$ cat src/rtl/blast_damage_handler.sv
// -----------------------------------------------------------------------------
// blast_damage_handler
//
// Turns per-pixel player/blast collisions into at most one hit per video
// frame. Owns the player's life count, the post-hit invulnerability window
// (counted in OneSecPulse ticks), the sprite blink mask during that window,
// and the sticky game-over flag.
//
// Ports:
//   clk            in   system clock
//   resetN         in   synchronous reset, active-high
//   startOfFrame   in   one-cycle pulse per video frame (SOF)
//   OneSecPulse    in   one-cycle pulse per second
//   player_DR      in   player sprite draw request at current pixel
//   blast_DR       in   blast draw request at current pixel
//   add_life       in   one-cycle life power-up pulse
//   lives          out  current life count (saturates at 0 and MAX_LIVES)
//   player_hit     out  one-cycle pulse when a hit is committed
//   invulnerable   out  high while in the invulnerability window
//   player_visible out  sprite enable mask (blinks while invulnerable)
//   game_over      out  sticky, high once the last life is lost
// -----------------------------------------------------------------------------
module blast_damage_handler #(
    parameter int START_LIVES  = 3,
    parameter int MAX_LIVES    = 7,
    parameter int INVULN_SECS  = 3,
    parameter int BLINK_FRAMES = 4
) (
    input  logic       clk,
    input  logic       resetN,
    input  logic       startOfFrame,
    input  logic       OneSecPulse,
    input  logic       player_DR,
    input  logic       blast_DR,
    input  logic       add_life,
    output logic [2:0] lives,
    output logic       player_hit,
    output logic       invulnerable,
    output logic       player_visible,
    output logic       game_over
);

    localparam int SEC_W   = $clog2(INVULN_SECS + 1);
    localparam int BLINK_W = (BLINK_FRAMES > 1) ? $clog2(BLINK_FRAMES) : 1;

    localparam logic [2:0]         START_L    = 3'(START_LIVES);
    localparam logic [2:0]         MAX_L      = 3'(MAX_LIVES);
    localparam logic [SEC_W-1:0]   SEC_LOAD   = SEC_W'(INVULN_SECS);
    localparam logic [SEC_W-1:0]   SEC_ONE    = SEC_W'(1);
    localparam logic [BLINK_W-1:0] BLINK_LAST = BLINK_W'(BLINK_FRAMES - 1);

    typedef enum logic [1:0] {
        ST_ALIVE  = 2'd0,
        ST_INVULN = 2'd1,
        ST_DEAD   = 2'd2
    } state_e;

    state_e             state_q, state_d;
    logic [2:0]         lives_q, lives_d;
    logic               hit_pending_q, hit_pending_d;
    logic [SEC_W-1:0]   sec_cnt_q, sec_cnt_d;
    logic [BLINK_W-1:0] blink_cnt_q, blink_cnt_d;
    logic               player_hit_q, player_hit_d;
    logic               visible_q, visible_d;
    logic               invuln_q, invuln_d;
    logic               game_over_q, game_over_d;

    logic       collision;
    logic [2:0] lives_inc;
    logic [2:0] lives_after_hit;

    // -------------------------------------------------------------------------
    // State register
    // -------------------------------------------------------------------------
    // NOTE: sequential state uses non-blocking (<=) so every register samples
    // the pre-edge value of its peers, independent of statement order.
    always_ff @(posedge clk) begin
        if (resetN) begin
            state_q       <= ST_ALIVE;
            lives_q       <= START_L;
            hit_pending_q <= 1'b0;
            sec_cnt_q     <= '0;
            blink_cnt_q   <= '0;
            player_hit_q  <= 1'b0;
            visible_q     <= 1'b1;
            invuln_q      <= 1'b0;
            game_over_q   <= 1'b0;
        end else begin
            state_q       <= state_d;
            lives_q       <= lives_d;
            hit_pending_q <= hit_pending_d;
            sec_cnt_q     <= sec_cnt_d;
            blink_cnt_q   <= blink_cnt_d;
            player_hit_q  <= player_hit_d;
            visible_q     <= visible_d;
            invuln_q      <= invuln_d;
            game_over_q   <= game_over_d;
        end
    end

    // -------------------------------------------------------------------------
    // Next-state / output logic
    // -------------------------------------------------------------------------
    always_comb begin
        // NOTE: every signal assigned here gets a default first, so no path
        // leaves one unassigned and no latch is inferred.
        state_d      = state_q;
        lives_d      = lives_q;
        sec_cnt_d    = sec_cnt_q;
        blink_cnt_d  = blink_cnt_q;
        visible_d    = visible_q;
        player_hit_d = 1'b0;

        collision = player_DR && blast_DR;
        lives_inc = (lives_q >= MAX_L) ? MAX_L : lives_q + 3'd1;

        // A hit coincident with add_life nets to zero change; the death
        // check is made on this combined value.
        if (add_life) begin
            lives_after_hit = lives_q;
        end else begin
            lives_after_hit = (lives_q == 3'd0) ? 3'd0 : lives_q - 3'd1;
        end

        // SOF starts a fresh capture window; a collision on the SOF cycle
        // itself belongs to the new frame.
        hit_pending_d = startOfFrame ? collision : (hit_pending_q || collision);

        unique case (state_q)
            ST_ALIVE: begin
                if (startOfFrame && hit_pending_q) begin
                    player_hit_d = 1'b1;
                    if (lives_after_hit == 3'd0) begin
                        state_d   = ST_DEAD;
                        lives_d   = 3'd0;
                        visible_d = 1'b0;
                    end else begin
                        state_d     = ST_INVULN;
                        lives_d     = lives_after_hit;
                        sec_cnt_d   = SEC_LOAD;
                        blink_cnt_d = '0;
                        visible_d   = 1'b0;
                    end
                end else if (add_life) begin
                    lives_d = lives_inc;
                end
            end

            ST_INVULN: begin
                if (add_life) begin
                    lives_d = lives_inc;
                end
                if (startOfFrame) begin
                    if (blink_cnt_q == BLINK_LAST) begin
                        blink_cnt_d = '0;
                        visible_d   = ~visible_q;
                    end else begin
                        blink_cnt_d = blink_cnt_q + 1'b1;
                    end
                end
                // Leaving the window overrides any blink toggle on the same edge.
                if (OneSecPulse) begin
                    if (sec_cnt_q <= SEC_ONE) begin
                        sec_cnt_d   = '0;
                        blink_cnt_d = '0;
                        state_d     = ST_ALIVE;
                        visible_d   = 1'b1;
                    end else begin
                        sec_cnt_d = sec_cnt_q - 1'b1;
                    end
                end
            end

            ST_DEAD: begin
                lives_d   = 3'd0;
                visible_d = 1'b0;
            end

            default: begin
                state_d = ST_ALIVE;
            end
        endcase

        invuln_d    = (state_d == ST_INVULN);
        game_over_d = (state_d == ST_DEAD);
    end

    assign lives          = lives_q;
    assign player_hit     = player_hit_q;
    assign invulnerable   = invuln_q;
    assign player_visible = visible_q;
    assign game_over      = game_over_q;

endmodule

$ cat config.mk
export PLATFORM = sky130hd
export DESIGN_NAME = blast_damage_handler
export DESIGN_NICKNAME = d
export VERILOG_FILES = /design/src/rtl/blast_damage_handler.sv
export SDC_FILE = /design/constraint.sdc
export NUM_CORES = 1
export LEC_CHECK = 0
export ABC_AREA = 1
export BUFFER_PORTS_ARGS = -buffer_cell sky130_fd_sc_hd__buf_2
export CORE_MARGIN = 3
export CORE_UTILIZATION = 50
export CTS_BUF_LIST = sky130_fd_sc_hd__clkbuf_8 sky130_fd_sc_hd__clkbuf_16
export CTS_CLUSTER_SIZE = 8
export DETAILED_ROUTE_END_ITERATION = 10
export PLACE_DENSITY = 0.71
export SKIP_LAST_GASP = 1
export SLEW_MARGIN = 10
export SYNTH_ARGS = -nofsm -noshare
export SYNTH_HDL_FRONTEND = slang
export SYNTH_SLANG_ARGS = --single-unit
export TNS_END_PERCENT = 10
$ cat constraint.sdc
create_clock -name clk -period 4.57 [get_ports clk]
set_input_delay 0.2285 -clock clk [delete_from_list [all_inputs] [get_ports clk]]
set_output_delay 0.2285 -clock clk [all_outputs]
set_load 0.02 [all_outputs]
==> summary.txt, run 1 <==
DRC violations left -> 0
ant diodes -> 0
Clock Sinks -> 14
Clock Tree Buf Depth -> 2
Commonest cells post-synth -> 39 x nand2_1, 17 x inv_1, 14 x dfxtp_1
FF-to-FF End -> invulnerable
final core occ -> 0.661
total length of routed met2 wires -> 843 um
PortBufs -> 13
first-pass GRT wire length -> 3.17 mm
final hold violations -> 0
Avg Inst Size Synth -> 6.75 um^2
max cap viols -> 0
Final Setup Violations -> 0
CTS Hold Buffers Added -> 0
Synth top area share -> 0.301
outcome -> finished clean
share of cells above drive strength 1 -> 0.175
# resized after CTS -> 0
Die Area -> 2420 um^2
Crit Path Class -> register to register
Clock Skew -> 0.000904 ns
vias per cell -> 5.09
CTS tree -> done
R2R Setup Slk -> 2.76 ns
Relative slew margins -> 0.838
Psw -> 0.000144 W
dpl cells -> 174
initial antenna violation count -> 0
Total GRT Usage -> 0.167
Internal -> 0.000261 W
core box area -> 1630 um^2
VDD IR max -> 0.287 mV
DR WL/cell -> 10.6 um
vias in the first global route -> 762
Min-Delay Endpoint -> hit_pending_q
number of H-tree levels -> 1
setup bufs post-CTS -> 0
die height -> 49.2 um
wire length on met1 -> 904 um
LEAKAGE -> 0.538 nW
total power -> 0.000404 W
Routability Congestion -> 0.925
worst r2r path cells -> 12
Worst-path clk slew -> 0.06 ns
Critical Path Fanout Max -> 7
RSZ-0062 raised after global routing -> false
Syn Std Cell Area -> 931 um^2
#FFs+latches synth -> 14
clock latency at the later pin of the worst-skew pair -> 0.24 ns
WP data arrival -> 1.98 ns
GRT Residual Overflow -> 0
PwrDens -> 375 nW/um^2
hold path depth -> 3
Unique masters post-synth -> 20
I/O pin cnt -> 14
crit path capture type -> register
Synth Net Count -> 156
routed wire length -> 1.88 mm
Top FF cell, synth -> dfxtp_1
Synth area leader -> dfxtp_1
Fin Setup TNS -> 0 ns
Flop pwr share -> 0.377
Hold Startpoint -> blast_DR
most common cell in the netlist -> nand2_1
Final #Nets -> 173
DR vias -> 906
Syn-to-layout area delta -> 15.7%
cells after synthesis -> 138
crit share post-route -> 0.395
HPWL after DPL -> 1.53 mm
Met3 Wirelength -> 105 um
die width -> 49.2 um
switching part of the total power -> 0.355
min Tclk post-route -> 1.81 ns
main area contributors after synthesis -> dfxtp_1 30%, nand2_1 16%, ha_1 15%, inv_1 6.9%, nand3_1 5.9%
CP required -> 4.74 ns
Slew Viols, Final -> 0
r2r startpoint -> lives[0]
Layout Cells excl Fill -> 178
1st-pass router iterations -> 5
total CTS buffers -> 3
CP startpoint kind -> register
top layer in use -> met4
Yosys Warn Count -> 0
FFs w/ async S/R, synth -> 0
Fmax -> 0.554 GHz
cell area after layout -> 1080 um^2
Worst Hold Class -> primary input to register
number of synthesized flops with an enable pin -> 0
Clock Tree Root -> clkbuf_8
initial DRC count -> 14
Seq/Total Area, Yosys -> 0.301
Placed Area -> 1020 um^2
Worst-Margin Slew -> 0.243 ns
largest net degree at the start of global routing -> 12
Clock Power Share -> 0.299
final antenna-violating net count -> 0
Logic pwr share -> 0.324
Initial Util -> 0.571
Row Count -> 14
cells in the final DEF (no fill, tap or decap), drive strengths merged:
master  Yosys  layout
o21ai       9       9
inv        20      20
buf         0      13
dfxtp      14      14
a21oi      10      10
xor2        1       1
xnor2       1       1
o31ai       1       1
ha         11      11
nand3      11      11
nor3        4       4
clkbuf      1       4
or2         2       2
o211ai      2       2
nand2      42      42
nor2        9       9
power groups by stage:
stage	Clock [W]	Sequential, W	Combinational, W
floorplan	0	0.000164	0.0000860
global placement	0	0.000154	0.000128
detailed placement	0	0.000155	0.000130
CTS	0.000124	0.000152	0.000132
global route	0.000130	0.000155	0.000150
finish	0.000121	0.000152	0.000131
worst max-delay path, stage by stage, from the launching register on:
cell and delay [ns]:
dfxtp_1 0.42, inv_1 0.10, ha_1 0.25, ha_1 0.19, nor2_1 0.08, nand2_1 0.06
nand2_1 0.08, nor2_1 0.05, nand2_1 0.09, nand2_2 0.09, nand2_1 0.10, nand2_1 0.07
nor3_1 0.15
metal layers:
metal / vias up / global-route usage
li1: 472 / -
met1: 406 / 0.213
met2: 24 / 0.254
met3: 4 / 0.0428
met4: 0 / 0.0900
met5: - / 0
flip-flops by register name, indices dropped and copies added (netlist names):
register / cells
lives: 3
blink_cnt_q: 2
sec_cnt_q: 2
state_q: 2
game_over: 1
hit_pending_q: 1
invulnerable: 1
player_hit: 1
player_visible: 1
kinds of logic (layout without fill, tap and decap cells):
logic type | count (synthesis) | after routing | share of synthesized area
simple gates | 68 | 68 | 0.313
compound gates | 22 | 22 | 0.134
buf+inv | 21 | 37 | 0.0847
flops | 14 | 14 | 0.301
fa+ha+maj | 11 | 11 | 0.148
xor+xnor | 2 | 2 | 0.0188
area by class of cell:
cell class / count / area [um^2]
clock buffer: 4 / 55.1
multi-input combinational: 103 / 572
timing repair buffer: 13 / 65.1
inverter: 20 / 75.1
sequential: 14 / 280
tap: 24 / 30.0
fill: 160 / 552
how the worst max path moves through the flow:
stage | from | to | slack, ns
floorplan | lives[0] | sec_cnt_q[0] | 2.81
global placement | lives[0] | invulnerable | 2.86
detailed placement | lives[0] | invulnerable | 2.82
CTS | lives[0] | invulnerable | 2.77
global route | lives[0] | invulnerable | 2.56
finish | lives[0] | invulnerable | 2.76
metrics by stage:
stage | worst slack, ns | hold WS [ns]
finish | 2.76 | 0.228
detailed placement | 2.82 | 0.471
global route | 2.56 | 0.243
floorplan | 2.81 | 0.357
CTS | 2.77 | 0.230
global placement | 2.86 | 0.455
Note: power is estimated with default switching activity, not from simulation.
==> inputs of run 2 (changes only) <==
--- a/config.mk
+++ b/config.mk
@@ -5,14 +5,14 @@
 export SDC_FILE = /design/constraint.sdc
 export NUM_CORES = 1
 export LEC_CHECK = 0
-export ABC_AREA = 1
+export ABC_AREA = 0
 export BUFFER_PORTS_ARGS = -buffer_cell sky130_fd_sc_hd__buf_2
 export CORE_MARGIN = 3
 export CORE_UTILIZATION = 50
 export CTS_BUF_LIST = sky130_fd_sc_hd__clkbuf_8 sky130_fd_sc_hd__clkbuf_16
 export CTS_CLUSTER_SIZE = 8
 export DETAILED_ROUTE_END_ITERATION = 10
-export PLACE_DENSITY = 0.71
+export PLACE_DENSITY = 0.73
 export SKIP_LAST_GASP = 1
 export SLEW_MARGIN = 10
 export SYNTH_ARGS = -nofsm -noshare
==> constraint.sdc (replaced) <==
create_clock -name clk -period 1.55 [get_ports clk]
set_input_delay 0.0775 -clock clk [delete_from_list [all_inputs] [get_ports clk]]
set_output_delay 0.0775 -clock clk [all_outputs]
set_load 0.02 [all_outputs]
==> run 2 against run 1 <==
Against the previous run: critical path depth fell by 5; clock skew rose by 0.0015 ns; core utilization rose by 4.0 points; combinational power rose to 4.4 times the previous value; maximum frequency rose by 7.6%; sequential power rose to 2.9 times the previous value; first-iteration DRC count rose by 57%; the run now ends with setup timing left; final area rose by 30%; clock power rose to 3.0 times the previous value; sequential share of layout area fell by 5.6 points; count of clock-buffer cells in the layout did not move.
==> summary.txt, run 2 <==
Yosys Warn Count -> 0 (unchanged)
initial DRC count -> 22 (+8)
Crit Path Class -> register to register
Worst path max stage delay -> 0.33 ns (-0.09 ns)
number of H-tree levels -> 1 (unchanged)
Syn Std Cell Area -> 1080 um^2 (+16%)
Clock Skew -> 0.00243 ns (+0.00153 ns)
Flop pwr share -> 0.316 (-0.061)
Logic pwr share -> 0.421 (+0.097)
PortBufs -> 13 (unchanged)
switching part of the total power -> 0.348 (-0.00638)
Clock Tree Buf Depth -> 2 (unchanged)
HPWL after DPL -> 1.87 mm (+22%)
Avg Inst Size Synth -> 8.83 um^2 (+31%)
max reg flops -> 3 (unchanged)
vias in the first global route -> 992 (+30%)
Initial Util -> 0.538 (-0.0333)
Syn-to-layout area delta -> 30.3%
cells after synthesis -> 122 (-12%)
commonest non-fill, non-tap cell in the layout -> buf_4
sequential cell area -> 287 um^2 (+2.2%)
Total GRT Usage -> 0.206 (+0.0392)
CP bufs+invs -> 2 (+1)
clock latency at the later pin of the worst-skew pair -> 0.24 ns (about the same)
routed wire length -> 2.53 mm (+34%)
Psw -> 0.000480 W (+230%)
DRC violations left -> 0 (unchanged)
Final #Nets -> 170 (-1.7%)
Internal -> 0.000897 W (+240%)
worst setup margin -> -0.127 ns (-2.89 ns)
area occupied by multi-input gates -> 803 um^2 (+40%)
fill count -> 174 (+8.8%)
crit share post-route -> 1.08 (+0.687)
DR vias -> 1028 (+13%)
Commonest cells post-synth -> 14 x dfxtp_1, 11 x ha_1, 9 x a21oi_1
Synth top area share -> 0.260 (-0.0409)
Seq/Total Area, Yosys -> 0.260 (-0.0409)
Synth area leader -> dfxtp_1
Worst-Margin Slew -> 0.303 ns (+0.0594 ns)
max cap viols -> 0 (unchanged)
Top FF cell, synth -> dfxtp_1
total power -> 0.00138 W (+240%)
Clock Tree Root -> clkbuf_8
final hold violations -> 0 (unchanged)
GRT Residual Overflow -> 0 (unchanged)
Final Setup Violations -> 10 (+10)
DR WL/cell -> 14.2 um (+34%)
Worst Hold Class -> primary input to register
hold path depth -> 3 (unchanged)
Slew Viols, Final -> 0 (unchanged)
Worst-path clk slew -> 0.06 ns (about the same)
WP data arrival -> 1.82 ns (-0.16 ns)
Placed Area -> 1320 um^2 (+29%)
I/O pin cnt -> 14 (unchanged)
die height -> 52.4 um (+6.6%)
critical path depth -> 7 (-5)
outcome -> finished, violations left
number of synthesized flops with an enable pin -> 0 (unchanged)
die width -> 52.4 um (+6.6%)
total CTS buffers -> 3 (unchanged)
Unique masters post-synth -> 53 (+170%)
main area contributors after synthesis -> dfxtp_1 26%, ha_1 13%, a21oi_1 4.2%, nand2b_1 4.1%, inv_1 2.4%
ant diodes -> 0 (unchanged)
LEAKAGE -> 0.591 nW (+9.9%)
share of cells above drive strength 1 -> 0.397 (+0.222)
final antenna-violating net count -> 0 (unchanged)
Fmax -> 0.596 GHz (+7.6%)
PwrDens -> 981 nW/um^2 (+160%)
failing checks -> setup timing
1st-pass router iterations -> 4 (-1)
crit path capture type -> register
RSZ-0062 raised after global routing -> true
crit-path leading delay family -> compound AO/OA/AOI/OAI gates
largest net degree at the start of global routing -> 16 (+4)
cell area after layout -> 1400 um^2 (+30%)
Die Area -> 2750 um^2 (+14%)
min Tclk post-route -> 1.68 ns (-0.128 ns)
most common cell in the netlist -> dfxtp_1
Synth Net Count -> 140 (-10%)
#FFs+latches synth -> 14 (unchanged)
worst r2r path cells -> 7 (-5)
VDD IR max -> 0.659 mV (+130%)
Routability Congestion -> 0.793 (-14%)
commonest cells after routing, fill and taps aside -> 17 x buf_4, 13 x buf_2, 11 x dfxtp_1, 9 x a21oi_1, 8 x ha_1
CP required -> 1.70 ns (-3.04 ns)
CTS tree -> done
Critical Path, Cell by Cell -> inv_1, ha_1, and3b_1, buf_4, a21oi_1, o21a_1, a211oi_1
Row Count -> 16 (+2)
Clock Power Share -> 0.264 (-0.035)
initial antenna violation count -> 0 (unchanged)
CP startpoint kind -> register
core box area -> 2000 um^2 (+23%)
FFs w/ async S/R, synth -> 0 (unchanged)
first-pass GRT wire length -> 4.27 mm (+35%)
Critical Path Fanout Max -> 2 (-5)
Worst path slowest cell -> dfxtp_1
Relative slew margins -> 0.798 (-0.0401)
vias per cell -> 5.78 (+13%)
Clock Sinks -> 14 (unchanged)
run 2: changes by cell type in the layout (fill, tap and decap cells not counted), moves of 3 or more:
| cell | previous run | this run |
|---|---|---|
| ha_1 | 11 | 8 |
| buf_4 | 0 | 17 |
| nand2_1 | 39 | 4 |
| nand2b_1 | 0 | 7 |
| inv_1 | 17 | 4 |
| o21a_1 | 0 | 3 |
| nand3_1 | 11 | 3 |
| o21ai_1 | 6 | 0 |
| a31oi_1 | 0 | 3 |
| dfxtp_1 | 14 | 11 |
run 2: kinds of logic (layout without fill, tap and decap cells):
logic type | count (synthesis) | in the layout | share of synthesized area
xor gates and xnor gates | 1 | 1 | 0.00813
adders and majority gates | 11 | 11 | 0.128
DFF | 14 | 14 | 0.260
and+or+nand+nor | 40 | 40 | 0.218
muxes | 3 | 3 | 0.0337
AOI/OAI and AO/OA | 40 | 40 | 0.302
buffers and inverters | 13 | 42 | 0.0499
run 2: layer usage:
metal	wire, um	GRT usage	up-vias
li1	-	-	514
met2	1270	0.366	18
met3	79	0.0256	2
met4	7	0.0511	0
met5	0	0	-
met1	1180	0.261	494
run 2: final cells by class:
cell class              count  area share
flip-flops and latches     14       0.204
clock buffers               4      0.0392
repair buffers             30       0.137
inverters                   8      0.0232
well taps                  27      0.0241
multi-input cells          95       0.572
run 2: per-stage QoR:
stage / worst slack (ns) / instances / utilization / hold slack (ns) / setup TNS, ns
finish: -0.127 / 178 / 0.701 / 0.0669 / -0.735
global route: -0.206 / 178 / 0.701 / 0.0672 / -1.62
CTS: -0.123 / 178 / 0.696 / 0.0676 / -0.766
detailed placement: -0.172 / 173 / 0.659 / 0.326 / -1.03
global placement: -0.106 / 173 / 0.659 / 0.319 / -0.568
floorplan: -0.175 / 122 / - / 0.214 / -1.15
run 2: worst register-to-register path, delay by kind of cell (launching register included):
| kind | cells | cell delay (ns) |
|---|---|---|
| AO/OA/AOI/OAI | 3 | 0.49 |
| adder cells (fa/ha/maj) | 1 | 0.30 |
| buffers and inverters | 2 | 0.19 |
| flip-flops | 1 | 0.33 |
| AND/OR/NAND/NOR | 1 | 0.26 |
run 2: power groups by stage:
| stage | Sequential (W) | Combinational [W] | Clock, W |
|---|---|---|---|
| 2_1_floorplan | 0.000476 | 0.000341 | 0 |
| 3_3_place_gp | 0.000440 | 0.000531 | 0 |
| 3_5_place_dp | 0.000442 | 0.000544 | 0 |
| 4_1_cts | 0.000435 | 0.000566 | 0.000365 |
| 5_1_grt | 0.000440 | 0.000640 | 0.000380 |
| 6_report | 0.000435 | 0.000579 | 0.000363 |
run 2: timing repair:
item,4_1_cts,5_1_grt
resized for setup,2,3
buffers inserted,1,0
pin swaps,6,4
endpoints found under the setup margin,11,11
hold buffers,0,0
run 2: final timing paths:
| path | from | endpoint | slack [ns] |
|---|---|---|---|
| worst max register to register | state_q[0] | lives[2] | -0.13 |
| worst min register to register | hit_pending_q | hit_pending_q | 0.51 |
| worst max-delay path | state_q[0] | lives[2] | -0.13 |
| worst min-delay path | blast_DR | hit_pending_q | 0.07 |
